<file path="config.mk">
export PLATFORM = sky130hd
export DESIGN_NAME = bbox_extract_flat
export DESIGN_NICKNAME = d
export VERILOG_FILES = /design/src/rtl/bbox_if.sv /design/src/rtl/bbox_extract.sv /design/src/flat_wrapper.sv
export SDC_FILE = /design/constraint.sdc
export NUM_CORES = 1
export LEC_CHECK = 0
export ABC_CLOCK_PERIOD_IN_PS = 9400
export CAP_MARGIN = 0
export CORE_UTILIZATION = 30
export DETAILED_ROUTE_END_ITERATION = 6
export GPL_ROUTABILITY_DRIVEN = 0
export PLACE_DENSITY = 0.51
export SLEW_MARGIN = 20
export SYNTH_ARGS = -nofsm -noshare
export SYNTH_HDL_FRONTEND = slang
export SYNTH_SLANG_ARGS = --single-unit
</file>
<file path="constraint.sdc">
create_clock -name clk -period 9.4 [get_ports clk]
set_input_delay 1.41 -clock clk [delete_from_list [all_inputs] [get_ports clk]]
set_output_delay 1.41 -clock clk [all_outputs]
set_load 0.05 [all_outputs]
</file>
<file path="src/rtl/bbox_if.sv">
// Pixel-mask stream in, bounding-box results out, for bbox_extract.
// Stream semantics: a pixel is transferred on every rising clk edge where in_valid
// is high. There is no ready; the sink accepts every pixel. in_sof and in_mask are
// only meaningful while in_valid is high. box_valid is a one-cycle pulse marking
// new x/y/width/height/box_found, which hold until the next pulse.
interface bbox_if;
  logic       in_valid;
  logic       in_sof;
  logic       in_mask;
  logic [9:0] x;
  logic [9:0] y;
  logic [9:0] width;
  logic [9:0] height;
  logic       box_found;
  logic       box_valid;
  logic [1:0] fsm_state;

  modport master (
    output in_valid, in_sof, in_mask,
    input  x, y, width, height, box_found, box_valid, fsm_state
  );

  modport slave (
    input  in_valid, in_sof, in_mask,
    output x, y, width, height, box_found, box_valid, fsm_state
  );
endinterface

</file>
<file path="src/rtl/bbox_extract.sv">
// Streaming bounding-box extractor over a raster-order 1-bit mask.
// Define BBOX_HOLD_EN to keep the last found box on frames that are not found.
module bbox_extract #(
  parameter int IMG_WIDTH  = 768,
  parameter int IMG_HEIGHT = 576,
  parameter int MIN_PIXELS = 64
) (
  input logic  clk,
  input logic  reset,
  bbox_if.slave bus
);

  typedef enum logic [1:0] {
    ACCUM   = 2'd0,
    COMPUTE = 2'd1,
    EMIT    = 2'd2
  } state_t;

  localparam logic [9:0]  LAST_COL = 10'(IMG_WIDTH - 1);
  localparam logic [9:0]  LAST_ROW = 10'(IMG_HEIGHT - 1);
  localparam logic [19:0] CNT_MAX  = '1;
  localparam logic [19:0] MIN_CNT  = 20'(MIN_PIXELS);

  state_t      state;
  logic [9:0]  col, row;
  logic [9:0]  min_x, max_x, min_y, max_y;
  logic [19:0] pix_cnt;
  logic        any_set;

  logic [9:0]  s_min_x, s_max_x, s_min_y, s_max_y;
  logic [19:0] s_cnt;
  logic        s_any;

  logic [9:0]  r_x, r_y, r_w, r_h;
  logic        r_found;

  logic [9:0]  cur_col, cur_row;
  logic [9:0]  n_min_x, n_max_x, n_min_y, n_max_y;
  logic [19:0] n_cnt;
  logic        n_any;
  logic        eof;
  logic [10:0] sum_x, sum_y;
  logic        found;

  // Next accumulator values with the current pixel folded in; a sof pixel starts
  // from an empty frame so any partial frame before it is dropped.
  always_comb begin
    cur_col = bus.in_sof ? 10'd0 : col;
    cur_row = bus.in_sof ? 10'd0 : row;
    eof     = bus.in_valid && (cur_col == LAST_COL) && (cur_row == LAST_ROW);
    n_any   = bus.in_sof ? 1'b0 : any_set;
    n_cnt   = bus.in_sof ? 20'd0 : pix_cnt;
    n_min_x = min_x;
    n_max_x = max_x;
    n_min_y = min_y;
    n_max_y = max_y;
    if (bus.in_mask) begin
      if (!n_any) begin
        n_min_x = cur_col;
        n_max_x = cur_col;
        n_min_y = cur_row;
        n_max_y = cur_row;
      end else begin
        if (cur_col < n_min_x) n_min_x = cur_col;
        if (cur_col > n_max_x) n_max_x = cur_col;
        if (cur_row < n_min_y) n_min_y = cur_row;
        if (cur_row > n_max_y) n_max_y = cur_row;
      end
      n_any = 1'b1;
      if (n_cnt != CNT_MAX) n_cnt = n_cnt + 20'd1;
    end
    sum_x = {1'b0, s_min_x} + {1'b0, s_max_x};
    sum_y = {1'b0, s_min_y} + {1'b0, s_max_y};
    found = s_any && (s_cnt >= MIN_CNT);
  end

  assign bus.fsm_state = state;

  always_ff @(posedge clk or posedge reset) begin
    if (reset) begin
      state         <= ACCUM;
      col           <= '0;
      row           <= '0;
      min_x         <= '0;
      max_x         <= '0;
      min_y         <= '0;
      max_y         <= '0;
      pix_cnt       <= '0;
      any_set       <= 1'b0;
      s_min_x       <= '0;
      s_max_x       <= '0;
      s_min_y       <= '0;
      s_max_y       <= '0;
      s_cnt         <= '0;
      s_any         <= 1'b0;
      r_x           <= '0;
      r_y           <= '0;
      r_w           <= '0;
      r_h           <= '0;
      r_found       <= 1'b0;
      bus.x         <= '0;
      bus.y         <= '0;
      bus.width     <= '0;
      bus.height    <= '0;
      bus.box_found <= 1'b0;
      bus.box_valid <= 1'b0;
    end else begin
      bus.box_valid <= 1'b0;

      if (bus.in_valid) begin
        if (cur_col == LAST_COL) begin
          col <= '0;
          row <= (cur_row == LAST_ROW) ? 10'd0 : cur_row + 10'd1;
        end else begin
          col <= cur_col + 10'd1;
          row <= cur_row;
        end
        if (eof) begin
          // Snapshot the finished frame and start the next one on the very next pixel.
          s_min_x <= n_min_x;
          s_max_x <= n_max_x;
          s_min_y <= n_min_y;
          s_max_y <= n_max_y;
          s_cnt   <= n_cnt;
          s_any   <= n_any;
          min_x   <= '0;
          max_x   <= '0;
          min_y   <= '0;
          max_y   <= '0;
          pix_cnt <= '0;
          any_set <= 1'b0;
        end else begin
          min_x   <= n_min_x;
          max_x   <= n_max_x;
          min_y   <= n_min_y;
          max_y   <= n_max_y;
          pix_cnt <= n_cnt;
          any_set <= n_any;
        end
      end

      case (state)
        COMPUTE: begin
          if (found) begin
            r_x     <= sum_x[10:1];
            r_y     <= sum_y[10:1];
            r_w     <= s_max_x - s_min_x + 10'd1;
            r_h     <= s_max_y - s_min_y + 10'd1;
            r_found <= 1'b1;
          end else begin
            r_found <= 1'b0;
`ifdef BBOX_HOLD_EN
            r_x     <= r_x;
`else
            r_x     <= '0;
            r_y     <= '0;
            r_w     <= '0;
            r_h     <= '0;
`endif
          end
          state <= EMIT;
        end
        EMIT: begin
          bus.x         <= r_x;
          bus.y         <= r_y;
          bus.width     <= r_w;
          bus.height    <= r_h;
          bus.box_found <= r_found;
          bus.box_valid <= 1'b1;
          state         <= ACCUM;
        end
        default: state <= ACCUM;
      endcase

      if (eof) state <= COMPUTE;
    end
  end

endmodule

</file>
<file path="src/flat_wrapper.sv">
// flat-port wrapper written by rule: the top's interface ports become plain ports
module bbox_extract_flat 
#(
  parameter int IMG_WIDTH  = 768,
  parameter int IMG_HEIGHT = 576,
  parameter int MIN_PIXELS = 64
)
  (clk, reset, bus_in_valid, bus_in_sof, bus_in_mask, bus_x, bus_y, bus_width, bus_height, bus_box_found, bus_box_valid, bus_fsm_state);
  bbox_if bus_i ();
  input logic clk;
  input logic reset;
  input wire logic [$bits(bus_i.in_valid)-1:0] bus_in_valid;
  input wire logic [$bits(bus_i.in_sof)-1:0] bus_in_sof;
  input wire logic [$bits(bus_i.in_mask)-1:0] bus_in_mask;
  output wire logic [$bits(bus_i.x)-1:0] bus_x;
  output wire logic [$bits(bus_i.y)-1:0] bus_y;
  output wire logic [$bits(bus_i.width)-1:0] bus_width;
  output wire logic [$bits(bus_i.height)-1:0] bus_height;
  output wire logic [$bits(bus_i.box_found)-1:0] bus_box_found;
  output wire logic [$bits(bus_i.box_valid)-1:0] bus_box_valid;
  output wire logic [$bits(bus_i.fsm_state)-1:0] bus_fsm_state;
  assign bus_i.in_valid = bus_in_valid;
  assign bus_i.in_sof = bus_in_sof;
  assign bus_i.in_mask = bus_in_mask;
  assign bus_x = bus_i.x;
  assign bus_y = bus_i.y;
  assign bus_width = bus_i.width;
  assign bus_height = bus_i.height;
  assign bus_box_found = bus_i.box_found;
  assign bus_box_valid = bus_i.box_valid;
  assign bus_fsm_state = bus_i.fsm_state;
  bbox_extract #(.IMG_WIDTH(IMG_WIDTH), .IMG_HEIGHT(IMG_HEIGHT), .MIN_PIXELS(MIN_PIXELS)) u_core (.clk(clk), .reset(reset), .bus(bus_i));
endmodule
</file>
# ---- Word-level counts from Yosys, hierarchy flattened
# Cells that the tools add are included.
dict set report word_totals {
  rom_bits 0
  out_inout_bits 44
  word_cells 85
  input_bits 5
  mem_count 0
  ram_bits 0
  latch_bits 0
  regBits 227
}
dict set report classes {
  bitwise 0
  eq_ne 5
  magnitude_cmp 5
  n_addsub 9
  shift 0
  n_div 0
  n_mux 36
  mul 0
  reduce_logical 4
}
# operator n
set op_table {}
lappend op_table {{10-bit 2-to-1 mux} 25}
lappend op_table {{20-bit 2-to-1 mux} 4}
lappend op_table {{10-bit by 1-bit adder with 10-bit output, second input constant} 4}
lappend op_table {{10-bit by 10-bit adder with 11-bit output} 2}
lappend op_table {{20-bit by 1-bit adder with 20-bit output, second input constant} 1}
lappend op_table {{10-bit equality test, second input constant} 2}
lappend op_table {{20-bit by 7-bit >= comparator with 1-bit output, second input constant} 1}
lappend op_table {{10-bit > comparator} 2}
lappend op_table {{10-bit < comparator} 2}
lappend op_table {{20-bit inequality test, second input constant} 1}
lappend op_table {{10-bit subtractor} 2}
lappend op_table {{1-bit 2-to-1 mux} 5}
lappend op_table {{2-bit 2-to-1 mux} 2}
lappend op_table {{1-bit logical AND} 3}
lappend op_table {{2-bit by 1-bit equality test with 1-bit output, second input constant} 1}
lappend op_table {{2-bit equality test, second input constant} 1}
lappend op_table {{2-bit AND reduction} 1}

# ---- Longest topological paths before layout
# Gate-level depths: netlist of run 1.
dict set report logic_depth {
  ltp_word 6
  mapped_depth 15
  depth_no_buf 13
}

# ---- Worst setup path after synthesis of run 1
# No wires, ideal clock.
dict set report synth_timing {
  path_type {input port to flip-flop}
  start {input port bus_in_sof}
  end {register u_core.max_x[0]}
  t_required_ns 9.321
  setup_ns 0.079
  n_path_buf 3
  stages 14
  path_slack_ns 5.393
  arrival_ns 3.928
  cell_sequence {buf_4 > inv_2 > clkbuf_1 > clkbuf_1 > nand2_1 > inv_1 > ha_1 > nand3_1 > or3_1 > or3_1 > o211ai_1 > a21oi_1 > o21ai_2 > o2bb2ai_1}
}
dict set report synth_between {
  elab_chain_cells 6
  elab_cells_between_ends 12
  cone_classes {order compare (1); eq/ne (2); mux (7); reduce/logical (2)}
}
# element line_no
set synth_rtl {}
lappend synth_rtl {{start: declaration} flat_wrapper.sv:13} ;# input wire logic [$bits(bus_i.in_sof)-1:0] bus_in_sof;
lappend synth_rtl {{10-bit 2-to-1 mux} bbox_extract.sv:48} ;# cur_col = bus.in_sof ? 10'd0 : col;
lappend synth_rtl {{10-bit > comparator} bbox_extract.sv:65} ;# if (cur_col > n_max_x) n_max_x = cur_col;
lappend synth_rtl {{10-bit 2-to-1 mux} bbox_extract.sv:65}
lappend synth_rtl {{10-bit 2-to-1 mux} bbox_extract.sv:58} ;# if (!n_any) begin
lappend synth_rtl {{10-bit 2-to-1 mux} bbox_extract.sv:57} ;# if (bus.in_mask) begin
lappend synth_rtl {{10-bit 2-to-1 mux *} bbox_extract.sv:118} ;# if (eof) begin
lappend synth_rtl {{end signal: assignment} bbox_extract.sv:134} ;# max_x <= n_max_x;
lappend synth_rtl {{end: declaration} bbox_extract.sv:26} ;# logic [9:0] min_x, max_x, min_y, max_y;
# Every way passes the cells marked *; elsewhere a longest branch is shown, timed or not.
# A chain may end at the register's enable or synchronous reset.

# ---- Final worst setup path of run 1
dict set report layout_timing {
  start {input port bus_in_sof}
  end {register u_core.s_cnt[6]}
}
dict set report layout_between {
  elab_chain_cells 5
  elab_cells_between_ends 12
  cone_classes {add/sub (1); eq/ne (3); mux (5); reduce/logical (3)}
}
# element line_no
set layout_rtl {}
lappend layout_rtl {{parallel branches: the longest is 5 deep, another holds 20-bit by 1-bit adder with 20-bit output} n/a}
lappend layout_rtl {{end signal: assignment} bbox_extract.sv:124} ;# s_cnt <= n_cnt;
lappend layout_rtl {{end: declaration} bbox_extract.sv:31} ;# logic [19:0] s_cnt;
# Parallel ways; which one is timed is not known.

==> impl_metrics.csv, run 1 <==
group,metric,value,unit
status,status,"finished clean",
synthesis,synth_top_family_by_area,"compound AO/OA/AOI/OAI gates",
floorplan,placementRows,73,
synthesis,synthAdderAreaFrac,9.495,%
floorplan,start_util,30.70,%
clock_network,cts.hold.buffers_added,0,
synthesis,yosys_most_used_dff,"dfrtp_1",
layout,largest_reg_flops,20,
synthesis,synth-edff-count,0,
clock_network,htree_num_levels,1,
floorplan,die-area,0.04184,sq mm
setup_path,endpoint_kind,"register",
layout,final_area,0.01422,sq mm
layout,nets,1395,
synthesis,synth_sequential_area_ratio,44.93,%
layout,nFillCells,4065,
detailed_routing,drtIter0Drc,595,
synthesis,synth.top_cell.area_share,44.93,%
detailed_routing,firstDrtPassIters,5,
detailed_routing,vias,9393,
timing,period_minus_slack,4.998,ns
setup_path,crit-reg2reg-launch,"u_core.row[0]",
global_route,grt_antenna_before_repair,0,
clock_network,clockBufferDepth,3,
power_and_ir_drop,cellLeakagePower,6.494,nW
floorplan,die_x,204.6,microns
global_route,track_usage,15.31,%
run,max_cap_violations,0,
synthesis,yosys-top-cells-count,"dfrtp_1, nand2_1, o21ai_0",
layout,drive_gt1_share,9.795,%
timing,finalCritPeriodShare,53.17,%
clock_network,clkLatencyLatePin,0.54,ns
layout,antenna_cells,0,
layout,syn_to_final_growth,15.55,%
synthesis,synthSimpleGateAreaFrac,13.93,%
detailed_routing,wire_per_inst,17.07,microns
clock_network,clock-sinks,221,
timing,worst_pin_slew,1.049,ns
synthesis,synth_compound_area_share,18.92,%
clock_network,numCtsBuffers,26,
clock_network,cts_tree,"done",
placed_design,io_buffers,48,
clock_network,cts_root_buf,"clkbuf_16",
synthesis,synth-xor-area-share,3.273,%
setup_path,arrival,5.41,ns
power_and_ir_drop,design_power_total,0.002191,W
timing,slew-limit-headroom,29.81,%
layout,fin_util,35.47,%
clock_network,ctsResizeCount,0,
clock_network,cts.clk_slew.worst_paths,0.06,ns
clock_network,post_cts_buffers,0,
synthesis,postSynthAreaPerCell,9.699,sq um
placed_design,dp_hpwl,21820,microns
synthesis,yosysMostFrequentCell,"dfrtp_1",
synthesis,syn_nets,1365,
global_route,grt_pass1_vias,9490,
power_and_ir_drop,ir_drop,0.1127,mV
floorplan,die_h,204.6,microns
setup_path,critPathRequiredTime,9.82,ns
setup_path,critPathLaunch,"bus_in_sof",
floorplan,pin_count,49,
synthesis,syn-instance-count,1269,
timing,fmaxAchievable,200.1,MHz
layout,regArea,0.005530,sq mm
synthesis,synth.area.top_cells,"dfrtp_1, ha_1, o21ai_0",
hold_path,min-delay-start,"u_core.r_h[4]",
detailed_routing,vias_per_cell,5.099,
timing,finalSetupViolations,0,
synthesis,syn_area,0.01231,sq mm
synthesis,synth_top_area_cell,"dfrtp_1",
layout,reg.largest.list,"u_core.pix_cnt (20), u_core.s_cnt (14)",
detailed_routing,wirelength,31440,microns
setup_path,criticalPathCategory,"in2reg",
global_route,grt_pass1_wl,51950,microns
detailed_routing,drc,0,
timing,rsz0062_at_grt,"false",
setup_path,worstPathMaxFanout,36,
layout,top_register,"u_core.pix_cnt",
floorplan,core-area,0.04010,sq mm
synthesis,synthArstFlopShare,100.0,%
global_route,overflow,0,
timing,fin_setup_tns,0,ns
detailed_routing,drtAntennaViolNets,0,
global_route,grt_max_degree,109,
timing,skew,0.02142,ns
synthesis,synth.distinct_cells,79,
hold_path,hold_class,"reg2reg",
layout,multiInputGateArea,0.006175,sq mm
setup_path,worst_setup_path_start_kind,"input pin",
placed_design,placed_area,0.01328,sq mm
power_and_ir_drop,pwr_density_cell,154.1,mW/mm^2
synthesis,synth_seq_cells,221,
timing,hold_viol,0,
synthesis,yosys_warnings,0,
synthesis,muxShareOfSynthArea,4.422,%
timing,drv_slew,0,
## critical path: stages
cell and delay [ns]:
clkdlybuf4s50_1 0.45, inv_2 0.40, nand2_1 0.25, inv_1 0.21
ha_1 0.24, nor4bb_1 0.30, nand4_1 0.34, nor3_4 0.36
nand2_2 0.09, inv_1 0.47, buf_4 0.49, mux2_2 0.38
## cells in the final DEF, fill, tap and decap left out, types with 34 or more instances in the layout
master,count
dfrtp_1,221
nor2_1,55
inv_1,92
o21ai_0,120
o2bb2ai_1,34
nand2_1,145
clkdlybuf4s50_1,47
ha_1,87
mux2_2,43
a21oi_1,49
## final timing paths
| kind | slack (ns) | end | cells after the start |
|---|---|---|---|
| max | 4.40 | u_core.s_cnt[6] | 12 |
| min | 0.48 | u_core.r_h[4] | 2 |
| max reg2reg | 5.84 | u_core.s_cnt[6] | 10 |
| min reg2reg | 0.48 | u_core.r_h[4] | 2 |
| max in group asynchronous | 6.63 | u_core.bus.width[3] | 3 |
| min in group asynchronous | 1.45 | u_core.pix_cnt[2] | 2 |
## layer usage
layer / track usage, % / share of wire [%] / up-vias
met5: 0 / 0 / -
met4: 3.012 / 1.4 / 0
met3: 2.195 / 4.8 / 38
met2: 24.23 / 45 / 195
met1: 22.10 / 49 / 4572
li1: - / - / 4588
## layout make-up
class | instances | share of cell area (%)
multi-input combinational | 894 | 43.42
sequential | 221 | 38.88
clock buffer | 35 | 5.243
tap | 525 | 4.619
timing repair buffer | 59 | 3.924
inverter | 97 | 2.613
clock inverter | 11 | 1.302
## per-stage QoR
stage	setup WS, ns	hold slack, ns	std cells
floorplan	1.941	0.4428	1269
global route	4.049	0.4947	1842
finish	4.402	0.4753	1842
CTS	4.473	0.4754	1842
detailed placement	3.894	0.4614	1796
global placement	3.952	0.4591	1796
## cell families after synthesis
family	Yosys count
flops	221
simple gates	354
fa+ha+maj	91
compound gates	354
buf+inv	154
mux	49
xor+xnor	46
## power breakdown
group / internal, W / switching (W)
clock: 0.000690 / 0.000411
combinational: 0.0000330 / 0.0000889
sequential: 0.000959 / 0.00000974
No activity file was read; power rests on OpenSTA's default activity.
==> inputs of run 2 (changes only) <==
Settings changed: ABC_CLOCK_PERIOD_IN_PS 9400 to 5000.
Clock period 9.4 ns to 5 ns, I/O delays scaled along.
==> run 2 against run 1 <==
Clock power grew 100%. Sequential power is 88% higher. Global-route usage shrank 0.10 points. Combinational power is 85% higher. Largest power group unchanged. Power rose by 95%. Highest routed layer unchanged. Register-to-register slack got worse by 4.3 ns. Final area is 1.3% higher. Via count fell by 0.26%.
==> impl_metrics.csv, run 2 (same netlist as run 1, synthesis figures left out) <==
group,metric,value,unit
status,status,"finished clean",
floorplan,placementRows,73,
setup_path,worst_setup_path_start_kind,"input pin",
timing,hold_ws,0.4725,ns
clock_network,cts.clk_slew.worst_paths,0.06,ns
layout,layout_commonest_cell,"dfrtp_1",
detailed_routing,drc,0,
clock_network,numCtsBuffers,27,
timing,period_minus_slack,4.167,ns
layout,antenna_cells,0,
setup_path,arrival,4.59,ns
layout,reg.largest.list,"u_core.pix_cnt (20), u_core.s_cnt (14)",
hold_path,hold_class,"reg2reg",
timing,setup_ws,0.8332,ns
detailed_routing,wire_per_inst,16.72,microns
clock_network,cts.hold.buffers_added,0,
global_route,grt_pass1_vias,9279,
placed_design,dp_hpwl,21780,microns
setup_path,reg2reg_depth,11,
detailed_routing,drtAntennaViolNets,0,
timing,finalSetupViolations,0,
floorplan,die-area,0.04184,sq mm
clock_network,cts_root_buf,"clkbuf_16",
timing,drv_slew,0,
setup_path,critPathLaunch,"bus_in_sof",
floorplan,die_h,204.6,microns
timing,fin_setup_tns,0,ns
timing,finalCritPeriodShare,83.34,%
floorplan,die_x,204.6,microns
detailed_routing,firstDrtPassIters,5,
setup_path,slowest_delay,0.74,ns
hold_path,min-delay-start,"u_core.r_w[8]",
power_and_ir_drop,clock_power_share,52.1,%
placed_design,io_buffers,48,
layout,final_cell_mix,"dfrtp_1, nand2_1, o21ai_0",
timing,worst_pin_slew,0.9735,ns
floorplan,start_util,30.70,%
setup_path,crit_path_cell_trace,"clkdlybuf4s50_1 > inv_2 > nand2_1 > inv_1 > ha_1 > nor4bb_1 > nand4_1 > o31ai_4 > buf_4 > nand2b_1 > o21ai_0 > nand2_1 > o21ai_0",
detailed_routing,vias,9369,
clock_network,cts_tree,"done",
power_and_ir_drop,p_switching,0.001006,W
clock_network,clockBufferDepth,3,
power_and_ir_drop,cellLeakagePower,6.578,nW
floorplan,pin_count,49,
clock_network,post_cts_buffers,0,
layout,top_register,"u_core.pix_cnt",
power_and_ir_drop,p_int,0.003272,W
detailed_routing,wirelength,31020,microns
detailed_routing,dr_wl_met3,1313,microns
setup_path,crit_path_top_delay_cell,"nand2b_1",
power_and_ir_drop,ir_drop,0.2320,mV
setup_path,critPathRequiredTime,5.43,ns
setup_path,crit-reg2reg-launch,"u_core.row[1]",
power_and_ir_drop,design_power_total,0.004277,W
layout,largest_reg_flops,20,
timing,fmaxAchievable,240.0,MHz
power_and_ir_drop,pwr-share-comb,5.3,%
global_route,grt_pass1_wl,51090,microns
timing,slew-limit-headroom,35.10,%
timing,skew,0.007824,ns
power_and_ir_drop,swShare,23.51,%
clock_network,clkLatencyLatePin,0.56,ns
floorplan,core-area,0.04010,sq mm
setup_path,worstPathMaxFanout,20,
clock_network,htree_num_levels,1,
hold_path,worstHoldPathCells,2,
detailed_routing,dr_wl_met2,13400,microns
placed_design,dp_slack,0.3452,ns
global_route,overflow,0,
detailed_routing,drtIter0Drc,420,
power_and_ir_drop,pwr_density_cell,296.9,mW/mm^2
global_route,grt_max_degree,153,
layout,drive_gt1_share,10.83,%
run,max_cap_violations,0,
detailed_routing,top_layer,"met4",
timing,rsz0062_at_grt,"false",
setup_path,endpoint_kind,"register",
clock_network,ctsResizeCount,0,
timing,hold_viol,0,
detailed_routing,wl_met1,15620,microns
layout,nets,1405,
clock_network,clock-sinks,221,
detailed_routing,vias_per_cell,5.051,
layout,syn_to_final_growth,17.04,%
setup_path,criticalPathCategory,"in2reg",
power_and_ir_drop,p_seq_share,42.6,%
global_route,track_usage,15.21,%
global_route,grt_antenna_before_repair,1,
-- run 2: changes by cell type in the layout (fill, tap and decap cells not counted), sizes merged --
cell	change
bufinv	+2
clkinvlp	+4
buf	+9
clkbuf	-4
clkinv	+2
-- run 2: worst max-delay path, delay by kind of cell --
| kind | cells | cell delay (ns) |
|---|---|---|
| fa+ha+maj | 1 | 0.24 |
| simple gates | 5 | 1.79 |
| buf+inv | 4 | 1.26 |
| compound gates | 3 | 0.54 |
-- run 2: cell type report --
cell class,count,area (sq um)
Multi-Input combinational cell,894,6177
Sequential cell,221,5530
Clock inverter,19,301.5
Timing Repair Buffer,68,650.6
Clock buffer,31,720.7
Inverter,97,367.9
Fill cell,4004,25690
Tap cell,525,656.9
-- run 2: final timing paths --
kind | to | slack [ns]
max in group asynchronous | u_core.s_max_y[8] | 3.46
hold / removal | u_core.r_w[8] | 0.47
hold reg to reg | u_core.r_w[8] | 0.47
setup / recovery | u_core.pix_cnt[9] | 0.83
min in group asynchronous | u_core.min_x[0] | 0.75
setup reg to reg | u_core.pix_cnt[9] | 1.58
-- run 2: power by group through the flow --
stage,clock (W),sequential (W),combinational (W)
6_report,0.00223,0.00182,0.000226
5_1_grt,0.00237,0.00182,0.000255
4_1_cts,0.00230,0.00182,0.000229
3_5_place_dp,0,0.00185,0.000228
3_3_place_gp,0,0.00185,0.000227
2_1_floorplan,0,0.00185,0.000160
-- run 2: through the flow --
step           instances  utilization (%)  area (sq um)
2_1_floorplan       1269                -         12310
3_3_place_gp        1805            33.34         13370
3_5_place_dp        1805            33.34         13370
4_1_cts             1855            35.88         14390
5_1_grt             1855            35.93         14410
6_report            1855            35.93         14410
-- run 2: per-layer routing --
| metal | up-vias | track usage (%) |
|---|---|---|
| met5 | - | 0 |
| met4 | 0 | 3.865 |
| met3 | 50 | 2.323 |
| met2 | 193 | 23.29 |
| met1 | 4510 | 22.18 |
| li1 | 4616 | - |
